==> config.mk <==
export PLATFORM = sky130hd
export DESIGN_NAME = mem_loader
export DESIGN_NICKNAME = d
export VERILOG_FILES = /design/src/rtl/mem_loader_pkg.sv /design/src/rtl/mem_loader_byte_packer.sv /design/src/rtl/mem_loader.sv
export SDC_FILE = /design/constraint.sdc
export NUM_CORES = 1
export LEC_CHECK = 0
export ABC_AREA = 1
export BUFFER_PORTS_ARGS = -buffer_cell sky130_fd_sc_hd__buf_4
export CORE_MARGIN = 8
export CORE_UTILIZATION = 47
export CTS_CLUSTER_DIAMETER = 100
export DETAILED_ROUTE_END_ITERATION = 8
export GPL_TIMING_DRIVEN = 1
export PLACE_DENSITY = 0.87
export SLEW_MARGIN = 10
export SYNTH_ARGS = -nofsm -noshare
export SYNTH_HDL_FRONTEND = slang
export SYNTH_SLANG_ARGS = --single-unit
export TNS_END_PERCENT = 10
==> constraint.sdc <==
create_clock -name i_clk -period 3.5 [get_ports i_clk]
set_input_delay 0.35 -clock i_clk [delete_from_list [all_inputs] [get_ports i_clk]]
set_output_delay 0.35 -clock i_clk [all_outputs]
set_load 0.01 [all_outputs]
==> src/rtl/mem_loader_pkg.sv <==
// Purpose: shared types and defaults for the boot-time program loader.
// Latency: n/a (definitions only).
// Backpressure: n/a.
// Contents: FSM state encoding, default WORD_COUNT / BASE_ADDR.
package mem_loader_pkg;

  localparam int          DEFAULT_WORD_COUNT = 256;
  localparam logic [31:0] DEFAULT_BASE_ADDR  = 32'h0000_0000;

  // Fixed encodings keep state values stable across builds; CKSUM and
  // ERROR are only reachable when MEM_LOADER_CHECKSUM_EN is defined.
  typedef enum logic [2:0] {
    ST_IDLE  = 3'd0,
    ST_RECV  = 3'd1,
    ST_WRITE = 3'd2,
    ST_DONE  = 3'd3,
    ST_CKSUM = 3'd4,
    ST_ERROR = 3'd5
  } state_t;

endpackage

==> src/rtl/mem_loader_byte_packer.sv <==
// Purpose: packs four accepted bytes little-endian into one 32-bit word.
// Latency: word is visible combinationally on the transfer of byte 3.
// Backpressure: none; the caller qualifies take with its own handshake.
// Ports: clk, rst_n (async active-low), clr (sync restart), take (byte
//   transfer), din (byte), word (packed word incl. byte in flight),
//   last (take of byte index 3).
module byte_packer (
  input  logic        clk,
  input  logic        rst_n,
  input  logic        clr,
  input  logic        take,
  input  logic [7:0]  din,
  output logic [31:0] word,
  output logic        last
);

  logic [1:0]  idx;
  logic [31:0] pack_q;

  // Merging the byte in flight lets the checksum compare happen on the
  // same edge that accepts the final byte.
  always_comb begin
    word = pack_q;
    if (take) begin
      word[8*idx +: 8] = din;
    end
  end

  assign last = take && (idx == 2'd3);

  always_ff @(posedge clk or negedge rst_n) begin
    if (!rst_n) begin
      idx    <= 2'd0;
      pack_q <= 32'd0;
    end else if (clr) begin
      idx    <= 2'd0;
      pack_q <= 32'd0;
    end else if (take) begin
      idx    <= idx + 2'd1;
      pack_q <= word;
    end
  end

endmodule

==> src/rtl/mem_loader.sv <==
// Purpose: loads a byte stream into memory words, then hands the port to the CPU.
// Latency: write issued the cycle after byte 3 of a word; min 5 cycles/word.
// Backpressure: o_byte_ready high only in RECV/CKSUM; other bytes stay pending.
// Ports: byte stream (i_byte_valid/i_byte/o_byte_ready), CPU side (i_cpu_*,
//   o_cpu_rdata, o_cpu_rst_n), memory side (o_mem_*, i_mem_rdata), status
//   (o_busy, o_done, o_error). Optional MEM_LOADER_CHECKSUM_EN adds a
//   trailing 32-bit checksum word and an ERROR state.
module mem_loader
  import mem_loader_pkg::*;
#(
  parameter int          WORD_COUNT = DEFAULT_WORD_COUNT,
  parameter logic [31:0] BASE_ADDR  = DEFAULT_BASE_ADDR
) (
  input  logic        i_clk,
  input  logic        i_rst_n,
  input  logic        i_start,
  input  logic        i_byte_valid,
  input  logic [7:0]  i_byte,
  output logic        o_byte_ready,
  input  logic [31:0] i_cpu_addr,
  input  logic        i_cpu_we,
  input  logic [31:0] i_cpu_wdata,
  output logic [31:0] o_cpu_rdata,
  output logic [31:0] o_mem_addr,
  output logic        o_mem_we,
  output logic [31:0] o_mem_wdata,
  input  logic [31:0] i_mem_rdata,
  output logic        o_cpu_rst_n,
  output logic        o_busy,
  output logic        o_done,
  output logic        o_error
);

  localparam int            IW       = $clog2(WORD_COUNT) + 1;
  localparam logic [IW-1:0] LAST_IDX = IW'(WORD_COUNT - 1);

  state_t        state, state_nxt;
  logic [IW-1:0] word_idx;
  logic          take, start_go, word_last;
  logic [31:0]   word;
  logic          last_word;

  assign o_byte_ready = (state == ST_RECV) || (state == ST_CKSUM);
  assign take         = i_byte_valid && o_byte_ready;
  assign start_go     = i_start && ((state == ST_IDLE) || (state == ST_DONE) ||
                                    (state == ST_ERROR));
  assign last_word    = (word_idx == LAST_IDX);

  byte_packer u_packer (
    .clk   (i_clk),
    .rst_n (i_rst_n),
    .clr   (start_go),
    .take  (take),
    .din   (i_byte),
    .word  (word),
    .last  (word_last)
  );

`ifdef MEM_LOADER_CHECKSUM_EN
  logic [31:0] acc;

  always_ff @(posedge i_clk or negedge i_rst_n) begin
    if (!i_rst_n)                acc <= 32'd0;
    else if (start_go)           acc <= 32'd0;
    else if (state == ST_WRITE)  acc <= acc + word;
  end

  assign o_error = (state == ST_ERROR);
`else
  assign o_error = 1'b0;
`endif

  always_comb begin
    state_nxt = state;
    case (state)
      ST_IDLE:  if (start_go) state_nxt = ST_RECV;
      ST_RECV:  if (word_last) state_nxt = ST_WRITE;
      ST_WRITE: begin
        if (last_word) begin
`ifdef MEM_LOADER_CHECKSUM_EN
          state_nxt = ST_CKSUM;
`else
          state_nxt = ST_DONE;
`endif
        end else begin
          state_nxt = ST_RECV;
        end
      end
      ST_DONE:  if (start_go) state_nxt = ST_RECV;
`ifdef MEM_LOADER_CHECKSUM_EN
      ST_CKSUM: if (word_last) state_nxt = (word == acc) ? ST_DONE : ST_ERROR;
      ST_ERROR: if (start_go) state_nxt = ST_RECV;
`endif
      default:  state_nxt = ST_IDLE;
    endcase
  end

  always_ff @(posedge i_clk or negedge i_rst_n) begin
    if (!i_rst_n) begin
      state    <= ST_IDLE;
      word_idx <= '0;
    end else begin
      state <= state_nxt;
      if (start_go)
        word_idx <= '0;
      else if ((state == ST_WRITE) && !last_word)
        word_idx <= word_idx + 1'b1;
    end
  end

  // In DONE the memory port is a transparent pass-through for the CPU.
  always_comb begin
    o_mem_addr  = BASE_ADDR + (32'(word_idx) << 2);
    o_mem_we    = 1'b0;
    o_mem_wdata = 32'd0;
    if (state == ST_WRITE) begin
      o_mem_we    = 1'b1;
      o_mem_wdata = word;
    end else if (state == ST_DONE) begin
      o_mem_addr  = i_cpu_addr;
      o_mem_we    = i_cpu_we;
      o_mem_wdata = i_cpu_wdata;
    end
  end

  assign o_cpu_rdata = i_mem_rdata;
  assign o_cpu_rst_n = (state == ST_DONE);
  assign o_done      = (state == ST_DONE);
  assign o_busy      = (state == ST_RECV) || (state == ST_WRITE) ||
                       (state == ST_CKSUM);

endmodule
==> results.sh <==
export IMPL_status="completed"
export IMPL_synthCells=524
export IMPL_grt_use_met3_pct=5.52
export IMPL_post_cts_buffers=0
export IMPL_crit_buf_inv=3
export IMPL_finClkSkew_ns=0.0147
export IMPL_cts_inserted_buffers=5
export IMPL_final_nets=745
export IMPL_yosys_warnings=0
export IMPL_worstMarginPinSlew_ns=1.00
export IMPL_dp_cells=717
export IMPL_hold_class="in -> async"
export IMPL_io_pins=211
export IMPL_synth_top_family_by_area="simple AND/OR/NAND/NOR gates"
export IMPL_drt_iter0_drc=145
export IMPL_maxCapViolCount=0
export IMPL_fin_crit_ns=2.87
export IMPL_antenna_found_initial=0
export IMPL_fin_setup_tns_ns=0
export IMPL_path_cells="inv_1 > ha_1 > inv_1 > nand2_1 > nor2_1 > nand2_1 > and2_1 > o21ai_1 > buf_4"
export IMPL_die_w_microns=101
export IMPL_power_mw=2.50
export IMPL_htreeDepth=2
export IMPL_met2_usage_pct=32.9
export IMPL_wirelength_microns=10000
export IMPL_fmax_ghz=0.349
export IMPL_fin_crit_sh_pct=81.9
export IMPL_holdWs_ns=0.0299
export IMPL_grt_use_total_pct=18.8
export IMPL_synth_cell_types=29
export IMPL_synth_most_common_cell="nand2_1"
export IMPL_grt_max_degree=50
export IMPL_netlist_area_sq_um=3400
export IMPL_use_met1_pct=21.6
export IMPL_grt_pass1_wl_microns=15800
export IMPL_io_buffers=145
export IMPL_synthAdderAreaFrac_pct=4.05
export IMPL_cts_hold_buffers=0
export IMPL_finish_utilization_pct=61.0
export IMPL_synth_edf_count=0
export IMPL_synth_nets=644
export IMPL_clkTransAtPathRegs_ns=0.09
export IMPL_slowest_delay_ns=0.65
export IMPL_startpoint_type="flop"
export IMPL_dr_pass1_iters=4
export IMPL_clk_latency_ns=0.30
export IMPL_p_leak_nw=2.41
export IMPL_ys_seq_area_share_pct=33.1
export IMPL_synth_area_top_cells="dfrtp_1 (33%), nand2_1 (25%), buf_4 (8.2%)"
export IMPL_post_drt_wl_per_cell_microns=13.8
export IMPL_dp_hpwl_microns=8010
export IMPL_hold_violations=0
export IMPL_synth_top_area_share_pct=33.1
export IMPL_rows=31
export IMPL_vias=3576
export IMPL_critPathArrivalTime_ns=2.52
export IMPL_cts_sink_count=45
export IMPL_grt_overflow_total=0
export IMPL_synth_compound_area_share_pct=7.54
export IMPL_path_delay_family="flip-flops"
export IMPL_cts_root_buf="clkbuf_8"
export IMPL_synth_xor_area_share_pct=0
export IMPL_fp_dieArea_sq_um=10200
export IMPL_fp_dieH_microns=101
export IMPL_setup_ws_ns=0.633
export IMPL_worstSetupPathType="reg -> out"
export IMPL_synthMuxAreaShare_pct=0
export IMPL_final_max_slew_viol_count=0
export IMPL_endpoint_kind="output port"
export IMPL_antenna_cells=0
export IMPL_fillerInstances=718
export IMPL_syn_area_per_cell_sq_um=6.49
export IMPL_power_density_nw_per_um2=573
export IMPL_cts_tree="yes"
export IMPL_core_area_sq_um=7140
export IMPL_synthSimpleGateAreaFrac_pct=41.2
export IMPL_rsz0062_at_grt="false"
export IMPL_worst_slew_margin_rel_pct=33.2
export IMPL_place_gp_congestion=0.888
export IMPL_vias_per_cell=4.93
export IMPL_async_flop_share_pct=100
export IMPL_drive_above_1_share_pct=27.0
export IMPL_ys_flop_type="dfrtp_1"
export IMPL_busiest_layer="met2"
export IMPL_synth_common_cells="nand2_1 (230), nor2_1 (59), dfrtp_1 (45)"
export IMPL_grt_pass1_vias=3513
export IMPL_start_util_pct=47.7
export IMPL_cts_resized_gates=0
export IMPL_ir_drop_uv=357
export IMPL_setup_violations=0
export IMPL_synth_top_area_cell="dfrtp_1"
export IMPL_cp_slowest_cell="dfrtp_1"
export IMPL_crit_fanout=13
export IMPL_stdcell_count=725
export IMPL_ant_nets=0
export IMPL_post_place_ws_ns=0.999
export IMPL_clock_path_buffers=2
export IMPL_yosys_register_bits=45
export IMPL_drc_errors=0
export IMPL_stdcell_area_sq_um=4350
export IMPL_required_ns=3.15
export IMPL_post_dp_cell_area_sq_um=4270
export IMPL_area_growth_pct=28.0
power breakdown:
part	internal [mW]	switching, mW	leakage (nW)	total, mW
combinational	0.600	0.947	1.74	1.55
sequential	0.585	0.0519	0.620	0.637
clock	0.139	0.173	0.0450	0.311
total	1.32	1.17	2.41	2.50
routing by layer:
metal  wire [microns]  share of wire, %
met3              923               9.2
met1             3840                38
met2             5160                51
met5                0                 0
met4              112               1.1
flip-flops by register name, indices dropped and copies added, names as in the netlist:
signal	cells
u_packer.pack_q	32
u_packer.idx	2
word_idx	9
state	2
final timing paths:
check / startpoint / to / slack, ns / depth (start not counted)
max in group asynchronous: i_rst_n / u_packer.idx[1] / 3.05 / 1
min in group i_clk: i_byte[0] / u_packer.pack_q[0] / 0.38 / 3
max reg2reg: state[0] / u_packer.pack_q[10] / 1.28 / 5
min reg2reg: u_packer.pack_q[3] / u_packer.pack_q[3] / 0.54 / 2
min: i_rst_n / u_packer.pack_q[17] / 0.03 / 1
max: u_packer.idx[0] / o_mem_wdata[14] / 0.63 / 9
placed cells by master, fill, tap and decap left out, drive strengths merged:
cell type,count
nor3b,1
ha,11
o21ai,22
nand3b,8
or2,1
clkbuf,6
nand3,15
inv,29
and3,1
nand4,1
clkinv,2
nor3,3
dfrtp,45
nand2,232
and2,8
o22ai,1
buf,147
conb,1
nor2,64
a21oi,28
layout make-up:
| cell class | instances | area [sq um] | share of cell area (%) |
|---|---|---|---|
| clock buffers | 6 | 72.6 | 1.67 |
| clock inverters | 2 | 10.0 | 0.230 |
| inverters | 29 | 109 | 2.50 |
| multi-input cells | 397 | 1810 | 41.5 |
| flip-flops and latches | 45 | 1130 | 25.9 |
| well taps | 99 | 124 | 2.85 |
| repair buffers | 147 | 1100 | 25.4 |
cells by family after synthesis:
group / after synthesis
compound gates: 51
buf+inv: 82
flops: 45
other cells: 1
simple gates: 334
fa+ha+maj: 11
worst register-to-register path, cell delays in order (launching register included):
cell and delay, ns:
dfrtp_1 0.42, inv_1 0.07, ha_2 0.32, nand2_1 0.27
inv_1 0.84, nor2_1 0.14
Note: power is estimated with default switching activity, not from simulation.
